### src/rtl/ex_muldiv_pkg.sv
// ---------------------------------------------------------------------------
// ex_muldiv_pkg
//   Shared encodings for the EX-stage multiply/divide unit:
//   - muldiv op codes (RISC-V funct3 of the M extension), MD_MUL..MD_REMU
//   - FSM state encodings MD_IDLE, MD_CALC, MD_FIX, MD_DONE
//   - MD_XLEN, the default operand width
//   - small decode helpers for operand signedness
// ---------------------------------------------------------------------------
package ex_muldiv_pkg;

    localparam int MD_XLEN = 32;

    localparam logic [2:0] MD_MUL    = 3'd0;
    localparam logic [2:0] MD_MULH   = 3'd1;
    localparam logic [2:0] MD_MULHSU = 3'd2;
    localparam logic [2:0] MD_MULHU  = 3'd3;
    localparam logic [2:0] MD_DIV    = 3'd4;
    localparam logic [2:0] MD_DIVU   = 3'd5;
    localparam logic [2:0] MD_REM    = 3'd6;
    localparam logic [2:0] MD_REMU   = 3'd7;

    localparam logic [1:0] MD_IDLE = 2'd0;
    localparam logic [1:0] MD_CALC = 2'd1;
    localparam logic [1:0] MD_FIX  = 2'd2;
    localparam logic [1:0] MD_DONE = 2'd3;

    // funct3[2] separates the divide/remainder group from the multiplies.
    function automatic logic md_is_div(input logic [2:0] op);
        return op[2];
    endfunction

    // rs1 is treated as two's complement for MULH, MULHSU, DIV and REM.
    function automatic logic md_op1_signed(input logic [2:0] op);
        return (op == MD_MULH) || (op == MD_MULHSU) || (op == MD_DIV) || (op == MD_REM);
    endfunction

    // rs2 is treated as two's complement for MULH, DIV and REM.
    function automatic logic md_op2_signed(input logic [2:0] op);
        return (op == MD_MULH) || (op == MD_DIV) || (op == MD_REM);
    endfunction

endpackage

### src/rtl/ex_div_iter.sv
// ---------------------------------------------------------------------------
// ex_div_iter
//   One combinational step of an unsigned restoring divider.
//   The partial remainder is shifted left by one, taking in the next dividend
//   bit from the top of the quotient register; the divisor is subtracted when
//   it fits and the matching quotient bit is shifted in at the bottom.
// Ports
//   rem_in   in   XLEN  partial remainder before this step
//   quo_in   in   XLEN  dividend bits still to consume / quotient bits so far
//   divisor  in   XLEN  divisor magnitude
//   rem_out  out  XLEN  partial remainder after this step
//   quo_out  out  XLEN  quotient register after this step
// ---------------------------------------------------------------------------
module ex_div_iter #(
    parameter int XLEN = 32
) (
    input  logic [XLEN-1:0] rem_in,
    input  logic [XLEN-1:0] quo_in,
    input  logic [XLEN-1:0] divisor,
    output logic [XLEN-1:0] rem_out,
    output logic [XLEN-1:0] quo_out
);

    logic [XLEN:0] shifted;
    logic [XLEN:0] diff;

    always_comb begin
        shifted = {rem_in, quo_in[XLEN-1]};
        diff    = shifted - {1'b0, divisor};
        // rem_in < divisor, so diff[XLEN] is a clean borrow flag:
        // set exactly when the divisor does not fit.
        if (diff[XLEN]) begin
            rem_out = shifted[XLEN-1:0];
            quo_out = {quo_in[XLEN-2:0], 1'b0};
        end else begin
            rem_out = diff[XLEN-1:0];
            quo_out = {quo_in[XLEN-2:0], 1'b1};
        end
    end

endmodule

### src/rtl/ex_muldiv.sv
// ---------------------------------------------------------------------------
// ex_muldiv
//   Multi-cycle RV32M/RV64M multiply/divide unit beside the EX-stage ALU.
//   Operands are converted to magnitudes on acceptance, processed with a
//   radix-2 shift-add multiplier or restoring divider (one step per cycle),
//   then sign-corrected. Divide-by-zero and signed overflow finish directly.
//   FSM: IDLE -> CALC -> FIX -> DONE -> IDLE (special cases IDLE -> DONE).
// Configuration
//   MULDIV_FAST_MUL_EN  when defined, multiplies use a single-cycle array
//                       multiply and go IDLE -> FIX -> DONE; divides unchanged.
// Ports
//   clk      in   1     core clock, rising edge
//   rst      in   1     asynchronous reset, active-high
//   start    in   1     M-op present in EX; sampled only in IDLE
//   op       in   3     funct3 (MD_MUL..MD_REMU)
//   op1      in   XLEN  rs1 value
//   op2      in   XLEN  rs2 value
//   flush    in   1     pipeline flush; aborts the current op
//   stall_o  out  1     hold IF/ID/EX (combinational)
//   done     out  1     result valid this cycle, one-cycle pulse
//   result   out  XLEN  result, held until the next accepted op completes
// ---------------------------------------------------------------------------
module ex_muldiv
    import ex_muldiv_pkg::*;
#(
    parameter int XLEN  = MD_XLEN,
    parameter int CNT_W = $clog2(XLEN) + 1
) (
    input  logic            clk,
    input  logic            rst,
    input  logic            start,
    input  logic [2:0]      op,
    input  logic [XLEN-1:0] op1,
    input  logic [XLEN-1:0] op2,
    input  logic            flush,
    output logic            stall_o,
    output logic            done,
    output logic [XLEN-1:0] result
);

    localparam logic [CNT_W-1:0] LAST_STEP = CNT_W'(XLEN - 1);

    logic [1:0]        state;
    logic [2:0]        op_q;
    logic [XLEN-1:0]   a_q;       // |op1| (multiplicand / dividend)
    logic [XLEN-1:0]   b_q;       // |op2| (multiplier / divisor)
    logic              neg_q;     // final result must be negated
    logic [2*XLEN-1:0] acc;       // mul: {partial product, multiplier}; div: {remainder, quotient}
    logic [CNT_W-1:0]  cnt;

    logic              accept;
    logic              sign1, sign2;
    logic [XLEN-1:0]   a_mag, b_mag;
    logic              div_zero, div_ovf, special;
    logic [XLEN-1:0]   special_val;

    logic [XLEN:0]     mul_sum;
    logic [2*XLEN-1:0] mul_next;
    logic [XLEN-1:0]   rem_next, quo_next;

    logic [2*XLEN-1:0] prod_mag;
    logic [2*XLEN-1:0] prod_fix;
    logic [XLEN-1:0]   div_mag, div_fix;
    logic [XLEN-1:0]   fix_val;
    logic [1:0]        mul_entry;

`ifdef MULDIV_FAST_MUL_EN
    // Array multiply of the latched magnitudes; multiplies skip CALC.
    assign prod_mag  = {{XLEN{1'b0}}, a_q} * {{XLEN{1'b0}}, b_q};
    assign mul_entry = MD_FIX;
`else
    assign prod_mag  = acc;
    assign mul_entry = MD_CALC;
`endif

    assign accept  = (state == MD_IDLE) && start && !flush;
    assign stall_o = !flush && (((state == MD_IDLE) && start) || (state == MD_CALC) || (state == MD_FIX));
    assign done    = (state == MD_DONE) && !flush;

    // Acceptance-time decode: magnitudes, result sign and the special cases
    // that bypass the iterative datapath.
    always_comb begin
        // NOTE: every output of a combinational block gets a value on every
        // path (defaults first), otherwise synthesis infers latches.
        special_val = '0;

        sign1    = md_op1_signed(op) && op1[XLEN-1];
        sign2    = md_op2_signed(op) && op2[XLEN-1];
        a_mag    = sign1 ? -op1 : op1;
        b_mag    = sign2 ? -op2 : op2;
        div_zero = md_is_div(op) && (op2 == '0);
        div_ovf  = ((op == MD_DIV) || (op == MD_REM)) &&
                   (op1 == {1'b1, {(XLEN-1){1'b0}}}) && (op2 == '1);
        special  = div_zero || div_ovf;

        case (op)
            MD_DIV, MD_DIVU: special_val = div_zero ? '1 : op1;
            MD_REM, MD_REMU: special_val = div_zero ? op1 : '0;
            default:         special_val = '0;
        endcase
    end

    // One shift-add multiply step: add the multiplicand when the current
    // multiplier bit (acc[0]) is set, then shift the whole accumulator right.
    always_comb begin
        mul_sum  = {1'b0, acc[2*XLEN-1:XLEN]} + (acc[0] ? {1'b0, a_q} : '0);
        mul_next = {mul_sum, acc[XLEN-1:1]};
    end

    ex_div_iter #(
        .XLEN (XLEN)
    ) u_div_iter (
        .rem_in  (acc[2*XLEN-1:XLEN]),
        .quo_in  (acc[XLEN-1:0]),
        .divisor (b_q),
        .rem_out (rem_next),
        .quo_out (quo_next)
    );

    // Sign correction and result selection.
    always_comb begin
        fix_val  = '0;
        prod_fix = neg_q ? -prod_mag : prod_mag;
        div_mag  = ((op_q == MD_REM) || (op_q == MD_REMU)) ? acc[2*XLEN-1:XLEN] : acc[XLEN-1:0];
        div_fix  = neg_q ? -div_mag : div_mag;

        case (op_q)
            MD_MUL:                       fix_val = prod_fix[XLEN-1:0];
            MD_MULH, MD_MULHSU, MD_MULHU: fix_val = prod_fix[2*XLEN-1:XLEN];
            MD_DIV, MD_DIVU,
            MD_REM, MD_REMU:              fix_val = div_fix;
            default:                      fix_val = '0;
        endcase
    end

    // NOTE: sequential state uses non-blocking assignments so every register
    // samples pre-edge values, independent of statement order.
    always_ff @(posedge clk or posedge rst) begin
        // NOTE: every register is reset here, datapath included, so the unit
        // is fully deterministic after reset and the outputs read zero.
        if (rst) begin
            state  <= MD_IDLE;
            op_q   <= '0;
            a_q    <= '0;
            b_q    <= '0;
            neg_q  <= 1'b0;
            acc    <= '0;
            cnt    <= '0;
            result <= '0;
        end else if (flush) begin
            // Abort: back to IDLE, result untouched.
            state <= MD_IDLE;
        end else begin
            case (state)
                MD_IDLE: begin
                    if (accept) begin
                        op_q  <= op;
                        cnt   <= '0;
                        a_q   <= a_mag;
                        b_q   <= b_mag;
                        // REM takes the dividend's sign; all others the sign product.
                        neg_q <= (op == MD_REM) ? sign1 : (sign1 ^ sign2);
                        acc   <= md_is_div(op) ? {{XLEN{1'b0}}, a_mag} : {{XLEN{1'b0}}, b_mag};
                        if (special) begin
                            result <= special_val;
                            state  <= MD_DONE;
                        end else if (md_is_div(op)) begin
                            state  <= MD_CALC;
                        end else begin
                            state  <= mul_entry;
                        end
                    end
                end
                MD_CALC: begin
                    acc <= md_is_div(op_q) ? {rem_next, quo_next} : mul_next;
                    cnt <= cnt + CNT_W'(1);
                    if (cnt == LAST_STEP) begin
                        state <= MD_FIX;
                    end
                end
                MD_FIX: begin
                    result <= fix_val;
                    state  <= MD_DONE;
                end
                default: begin
                    state <= MD_IDLE;
                end
            endcase
        end
    end

endmodule

### config.mk
export PLATFORM = sky130hd
export DESIGN_NAME = ex_muldiv
export DESIGN_NICKNAME = d
export VERILOG_FILES = /design/src/rtl/ex_muldiv_pkg.sv /design/src/rtl/ex_div_iter.sv /design/src/rtl/ex_muldiv.sv
export SDC_FILE = /design/constraint.sdc
export NUM_CORES = 1
export LEC_CHECK = 0
export CAP_MARGIN = 20
export CORE_AREA = 3 3 157 190
export CTS_CLUSTER_DIAMETER = 150
export DETAILED_ROUTE_END_ITERATION = 12
export DIE_AREA = 0 0 160 193
export DONT_BUFFER_PORTS = 1
export GPL_ROUTABILITY_DRIVEN = 0
export PLACE_DENSITY_LB_ADDON = 0.15
export SYNTH_ARGS = -nofsm -noshare
export SYNTH_HDL_FRONTEND = slang
export SYNTH_SLANG_ARGS = --single-unit
### constraint.sdc
create_clock -name clk -period 15.43 [get_ports clk]
set_input_delay 3.086 -clock clk [delete_from_list [all_inputs] [get_ports clk]]
set_output_delay 3.086 -clock clk [all_outputs]
set_load 0.01 [all_outputs]
# Word-level counts from Yosys, hierarchy flattened
# Cells that the tools add are included.
[totals]
output_inout_bits = 34
input_bits = 71
word_cells = 100
regBits = 172
[op_classes]
reduce_logical = 33
n_eq_ne = 23
mux = 27
n_bitwise = 2
n_addsub = 7
[op_table]
columns = ["cell", "count"]
rows = [
  ["32-bit 2-to-1 mux", 11],
  ["64-bit 2-to-1 mux", 3],
  ["32-bit one-hot mux with 2 select lines", 2],
  ["64-bit one-hot mux with 2 select lines", 1],
  ["32-bit negation", 3],
  ["32-bit one-hot mux with 3 select lines", 1],
  ["32-bit equality test (second input constant)", 2],
  ["64-bit negation", 1],
  ["32-bit by 32-bit adder with 33-bit output", 1],
  ["33-bit by 32-bit subtractor with 33-bit output", 1],
  ["32-bit logical NOT", 1],
  ["3-bit equality test (second input constant)", 8],
  ["6-bit one-hot mux with 2 select lines", 1],
  ["1-bit logical OR", 10],
  ["3-bit by 2-bit equality test with 1-bit output (second input constant)", 3],
  ["1-bit logical AND", 9],
  ["2-bit 2-to-1 mux", 4],
  ["6-bit by 1-bit adder with 6-bit output (second input constant)", 1],
  ["3-bit by 1-bit equality test with 1-bit output (second input constant)", 2],
  ["6-bit by 5-bit equality test with 1-bit output (second input constant)", 1],
  ["6-bit 2-to-1 mux", 1],
  ["2-bit one-hot mux with 3 select lines", 1],
  ["3-bit AND reduction", 2],
  ["2-bit equality test (second input constant)", 2],
  ["16 further kinds", 20],
]

# Depth between registers and ports, before layout
# Gate-level depths: netlist (run 1).
[depth]
depth_word = 9
ltp_mapped = 16
ltp_nobuf = 14

# By module
# From an unflattened synthesis (run 1), not the netlist that was laid out.
[unflattened]
hier_cells = 2242
hier_area_um2 = 17700.7
[by_module_without_submodules]
columns = ["mod", "seq_area_each_um2", "n_inst", "cells_each", "area_per_inst_um2"]
rows = [
  ["ex_muldiv", 4304.1, 1, 1906, 15109.5],
  ["ex_div_iter", 0.0, 1, 336, 2591.2],
]

# Worst setup path after synthesis (run 1)
# OpenSTA, ideal clock, no wires.
[synth_timing]
path_type = "input port to output port"
startpoint = "input port flush"
endpoint = "output port stall_o"
slack_ns = 8.854
required_ns = 12.344
arrival_time_ns = 3.490
path_buffers = 1
path_stages = 2
path_cell_list = "clkbuf_1 > a21oi_1"
[synth_between]
elab_chain_cells = 2
[synth_lines]
columns = ["item", "line", "rtl"]
rows = [
  ["from (decl)", "ex_muldiv.sv:35", "input logic flush,"],
  ["1-bit logical NOT", "ex_muldiv.sv:77", "assign stall_o = !flush && (((state == MD_IDLE) && start) || (state == MD_CALC) || (state == MD_FIX));"],
  ["1-bit logical AND", "ex_muldiv.sv:77", ""],
  ["to (decl)", "ex_muldiv.sv:36", "output logic stall_o,"],
]
# No other way between the ends.

# Worst setup path after layout (run 1)
[layout_timing]
startpoint = "input port start"
endpoint = "output port stall_o"
[layout_between]
elab_chain_cells = 4
[layout_lines]
columns = ["item", "line", "rtl"]
rows = [
  ["from (decl)", "ex_muldiv.sv:31", "input logic start,"],
  ["1-bit logical AND", "ex_muldiv.sv:77", ""],
  ["1-bit logical OR (2 in a row)", "ex_muldiv.sv:77", ""],
  ["1-bit logical AND", "ex_muldiv.sv:77", ""],
]
# No other way between the ends.

==> flow_summary.toml, run 1 <==
[status]
status = "finished clean"

[synthesis]
synthFlopType = "dfrtp_1"
synthMostInstantiatedCell = "nand2_1"
syn_inst = 2171
synth_top_area_share_pct = 25.7
synth_fp_nets = 2319
ys_top_cells_by_area = "dfrtp_1 (26%), xnor2_1 (6.0%), o21ai_0 (5.8%)"
async_flop_share_pct = 100
synth.distinct_cells = 85
synth_area_um2 = 16800
ys_seq_area_share_pct = 25.7
syn_area_per_cell_um2 = 7.72
synth_edf_count = 0
synth_seq_cells = 172
yosys.area.top_type = "dfrtp_1"
ys.warnings.count = 0
yosys-top-cells-count = "nand2_1 (234), o21ai_0 (193), a21oi_1 (191)"

[grt]
grt_pass1_wl_um = 87600
grt_max_degree = 101
antenna_found_initial = 1
grt.busiest_layer = "met2"
grtUsageMet1_pct = 45.7
grt_pass1_vias = 15600
grt.overflow.total = 0
track_usage_pct = 36.2
globalRouteMet2Util_pct = 57.1
use_met3_pct = 8.65

[drt]
drt_first_pass_iters = 6
viasPerCell = 6.77
totalWireLength_um = 56600
drc_errors = 0
drtIter0Drc = 1902
wl_per_cell_um = 23.1
postRouteAntennaNets = 0
num_vias = 16600

[cts]
cts_resized = 0
cts_setup_buffers = 0
clk_path_buf_depth = 2
path_clk_slew_ps = 70
cts_made_buffers = 17
cts.sinks = 172
cts_hold_buffers = 0
cts-root-buf = "clkbuf_16"
tritoncts = "built"
htree_levels = 4
clkLatencyLatePin_ps = 450

[die]
boundaryPins = 105
core_um2 = 28000
die_area_um2 = 30900
fp.dieW_um = 160
die_h_um = 193
rows = 67
start_util_pct = 59.8

[timing]
fin_skew_ps = 10.5
setup_tns_ps = 0
fmax_mhz = 154
finalSetupViolCount = 0
worstMarginPinSlew_ps = 1060
hold_viol = 0
relSlewSlack_pct = 28.9
fin_crit_ps = 6500
rsz0062_at_grt = "false"
drv_slew = 0
period_share_pct = 42.1

[setup_path]
crit_chain = "nand2_1 > a21oi_1"
path_buf_inv = 0
arrival_ps = 3410
worst-path-max-fanout = 4
critPathMaxStageDelay_ps = 250
path_delay_family = "compound AO/OA/AOI/OAI gates"
crit_type = "in -> out"
start_kind = "input pin"
cp_slowest_cell = "a21oi_1"
endpoint_kind = "output port"
required_ps = 12340

[layout]
post-route-util_pct = 62.1
stdcell_count = 2444
drive_above_1_share_pct = 6.06
fin_nets = 2199
syn_to_final_growth_pct = 3.81

[power]
p_per_area_nw_per_um2 = 201
vdd_drop_max_v = 0.000178
power_mw = 3.49
power_leakage_nw = 7.11

[placement]
hpwl_um = 42100
dp_cells = 2409
io_buffers = 0

[flow_run]
max_cap_viol_count = 0

[worst_hold_path]
min_path_type = "reg -> reg"
==> layout make-up <==
class / count / area (um^2)
diodes: 1 / 2.50
clock buffers: 18 / 429
clock inverters: 14 / 135
fillers: 2593 / 10600
inverters: 72 / 275
multi-input cells: 1765 / 11600
flip-flops and latches: 172 / 4310
well taps: 379 / 474
repair buffers: 23 / 196
==> kinds of logic (layout without fill, tap and decap cells) <==
| kind of cell | after synthesis | after routing | synth area share (%) |
|---|---|---|---|
| compound gates | 686 | 686 | 25.5 |
| simple gates | 682 | 682 | 19.6 |
| buf+inv | 234 | 127 | 5.44 |
| xor+xnor | 197 | 197 | 10.3 |
| mux | 93 | 93 | 5.80 |
| flops | 172 | 172 | 25.7 |
| fa+ha+maj | 107 | 107 | 7.63 |
| other cells | 0 | 1 | 0 |
==> path summary, 6_finish.rpt <==
path	start	endpoint	slack [ps]	cells past startpoint
setup reg to reg	op_q[2]	result[30]	10750	13
max in group asynchronous	rst	a_q[14]	11130	2
hold / removal	a_q[16]	a_q[16]	480	2
setup / recovery	start	stall_o	8930	2
hold reg to reg	a_q[16]	a_q[16]	480	2
min in group asynchronous	rst	result[26]	2700	1
==> worst reg2reg max path, delay by kind of cell, from the launching register on <==
kind	cells	cell delay [ps]
compound gates	3	860
fa+ha+maj	1	210
buf+inv	2	420
flops	1	1010
mux	1	290
simple gates	6	1740
==> metal layers <==
metal	vias up	wire length, um	share of wire [%]
li1	7574	-	-
met1	7805	22100	39
met2	987	25200	45
met3	185	5760	10
met4	0	3530	6.2
met5	-	0	0
==> power by group <==
group | internal [mW] | total [mW] | switching (mW)
logic | 0.821 | 2.06 | 1.24
registers | 0.645 | 0.995 | 0.349
clock network | 0.226 | 0.436 | 0.210
total | 1.69 | 3.49 | 1.80
==> registers in the layout, indices dropped and copies added, names as in the netlist <==
signal  flops
neg_q       1
op_q        3
acc        64
b_q        32
result     32
state       2
a_q        32
cnt         6
==> per-stage QoR <==
step	instance area, um^2	setup slack [ps]	hold slack (ps)
after floorplan	16800	7680	442
after global placement	16800	8930	456
after detailed placement	16800	8920	462
after CTS	17300	8930	477
after global routing	17400	8900	501
final	17400	8930	479
==> layout by cell type (no fill, tap or decap), drive strengths merged, types with 14 or more instances in the layout <==
master / count
mux2: 33
and2: 47
o41ai: 14
xor2: 82
clkbuf: 18
nor2b: 17
ha: 75
nand2b: 20
a21oi: 191
and3: 15
a21o: 25
inv: 77
o211ai: 15
or4: 17
nand2: 235
a211oi: 37
nand4: 18
dfrtp: 172
nand3: 23
a22oi: 49
nor4: 22
mux2i: 60
a31oi: 29
xnor2: 115
maj3: 30
or3: 23
buf: 23
nor2: 189
o21ai: 196
o221ai: 16
nor3: 38
o31ai: 39
Power figures use the tool's default switching activity.
==> run 2: changes to the inputs <==
- clock period: 15.43 -> 5.8 ns (I/O delays scaled with it)
==> run 2 against run 1 <==
  * Final area rose by 0.37%
  * Die area did not move
  * Worst hold slack got worse by 1.4 ps
  * Critical path type is now in -> reg
  * Highest routed layer unchanged
==> flow_summary.toml, run 2 (same netlist as run 1, synthesis figures left out) <==
[timing]
finalSetupViolCount = 0
fin_crit_ps = 4370
fin_skew_ps = 13.3
period_share_pct = 75.4
relSlewSlack_pct = 29.9
drv_slew = 0
fmax_mhz = 229
rsz0062_at_grt = "false"
worstMarginPinSlew_ps = 1040
hold_viol = 0
setup_tns_ps = 0

[setup_path]
worst-path-max-fanout = 62
required_ps = 6140
critPathMaxStageDelay_ps = 660
start_kind = "input pin"
path_buf_inv = 1
path_delay_family = "simple AND/OR/NAND/NOR gates"
arrival_ps = 4710
endpoint_kind = "flip-flop"
reg2reg_to = "acc[49]"
crit_chain = "ha_1 > nand4_1 > or4_1 > nor3_1 > and3_1 > a22o_1 > a21oi_1 > nor3_4 > buf_4 > nand2_1 > o221a_2"
r2r_slack_ps = 1480
crit_type = "in -> reg"
reg2reg_depth = 14
reg2reg_from = "acc[31]"
cp_slowest_cell = "nor3_1"

[cts]
tritoncts = "built"
cts_resized = 0
cts-root-buf = "clkbuf_16"
htree_levels = 4
clk_path_buf_depth = 2
clkLatencyLatePin_ps = 460
cts_setup_buffers = 0
cts_made_buffers = 17
cts.sinks = 172
cts_hold_buffers = 0
path_clk_slew_ps = 70

[drt]
totalWireLength_um = 57300
drt_first_pass_iters = 8
drc_errors = 0
postRouteAntennaNets = 0
num_vias = 16400
viasPerCell = 6.73
wl_per_cell_um = 23.5
drtIter0Drc = 1945

[grt]
grt.overflow.total = 0
grt_pass1_vias = 15500
track_usage_pct = 36.5
antenna_found_initial = 0
grt_pass1_wl_um = 88300
grt_max_degree = 173

[status]
status = "finished clean"

[worst_hold_path]
worstHoldPathCells = 2
holdPathEnd = "a_q[16]"
hp-start = "a_q[16]"
min_path_type = "reg -> reg"

[layout]
regMostFlops = "acc"
syn_to_final_growth_pct = 4.20
drive_above_1_share_pct = 6.01
final_common_cell = "nand2_1"
fin_nets = 2198
largest_reg_flops = 64
post-route-util_pct = 62.3
layout_common_cells = "nand2_1 (234), o21ai_0 (193), a21oi_1 (191)"

[flow_run]
max_cap_viol_count = 0

[die]
core_um2 = 28000
rows = 67
fp.dieW_um = 160
die_area_um2 = 30900
die_h_um = 193
start_util_pct = 59.8
boundaryPins = 105

[power]
vdd_drop_max_v = 0.000281
p_per_area_nw_per_um2 = 542
power_leakage_nw = 7.14

[placement]
hpwl_um = 42500
io_buffers = 0
## run 2: per-layer routing
layer / wire, um / global-route usage [%]
met5: 0 / 0
met4: 4060 / 23.4
met3: 6030 / 8.76
met2: 24800 / 56.0
met1: 22500 / 46.5
## run 2: layout make-up
type / instances / area (um^2)
Antenna cell: 1 / 2.50
Clock buffer: 18 / 429
Clock inverter: 14 / 205
Fill cell: 2541 / 10500
Inverter: 72 / 274
Multi-Input combinational cell: 1765 / 11600
Sequential cell: 172 / 4310
Tap cell: 379 / 474
Timing Repair Buffer: 22 / 190
## run 2: stage by stage
stage          power (mW)  hold slack (ps)  setup slack [ps]  instances  area, um^2
2_1_floorplan        6.60              442              2070       2171       16800
3_3_place_gp         7.84              456              1180       2409       16800
3_5_place_dp         7.97              464              1110       2409       16800
4_1_cts              9.29              479              1560       2441       17400
5_1_grt              10.1              503              1180       2442       17500
6_report             9.45              478              1430       2443       17500
## run 2: worst max-delay path by stage
stage / start / end / slack, ps / cells past startpoint
4_1_cts: acc[31] / acc[61] / 1560 / 14
6_report: op2[0] / result[18] / 1430 / 11
3_5_place_dp: op2[0] / result[18] / 1110 / 11
3_3_place_gp: op2[0] / result[18] / 1180 / 11
5_1_grt: op_q[2] / result[29] / 1180 / 10
2_1_floorplan: op_q[2] / result[30] / 2070 / 15
## run 2: worst register-to-register path, delay by kind of cell (launching register included)
| kind | cells | cell delay [ps] |
|---|---|---|
| adders and majority gates | 2 | 690 |
| DFF | 1 | 560 |
| buffers and inverters | 2 | 690 |
| AOI/OAI and AO/OA | 7 | 1460 |
| muxes | 1 | 420 |
| and+or+nand+nor | 2 | 360 |
## run 2: power breakdown
group / total (mW) / switching, mW / internal (mW)
sequential: 2.68 / 0.964 / 1.72
clock: 1.29 / 0.558 / 0.734
combinational: 5.48 / 3.31 / 2.17
total: 9.45 / 4.83 / 4.62
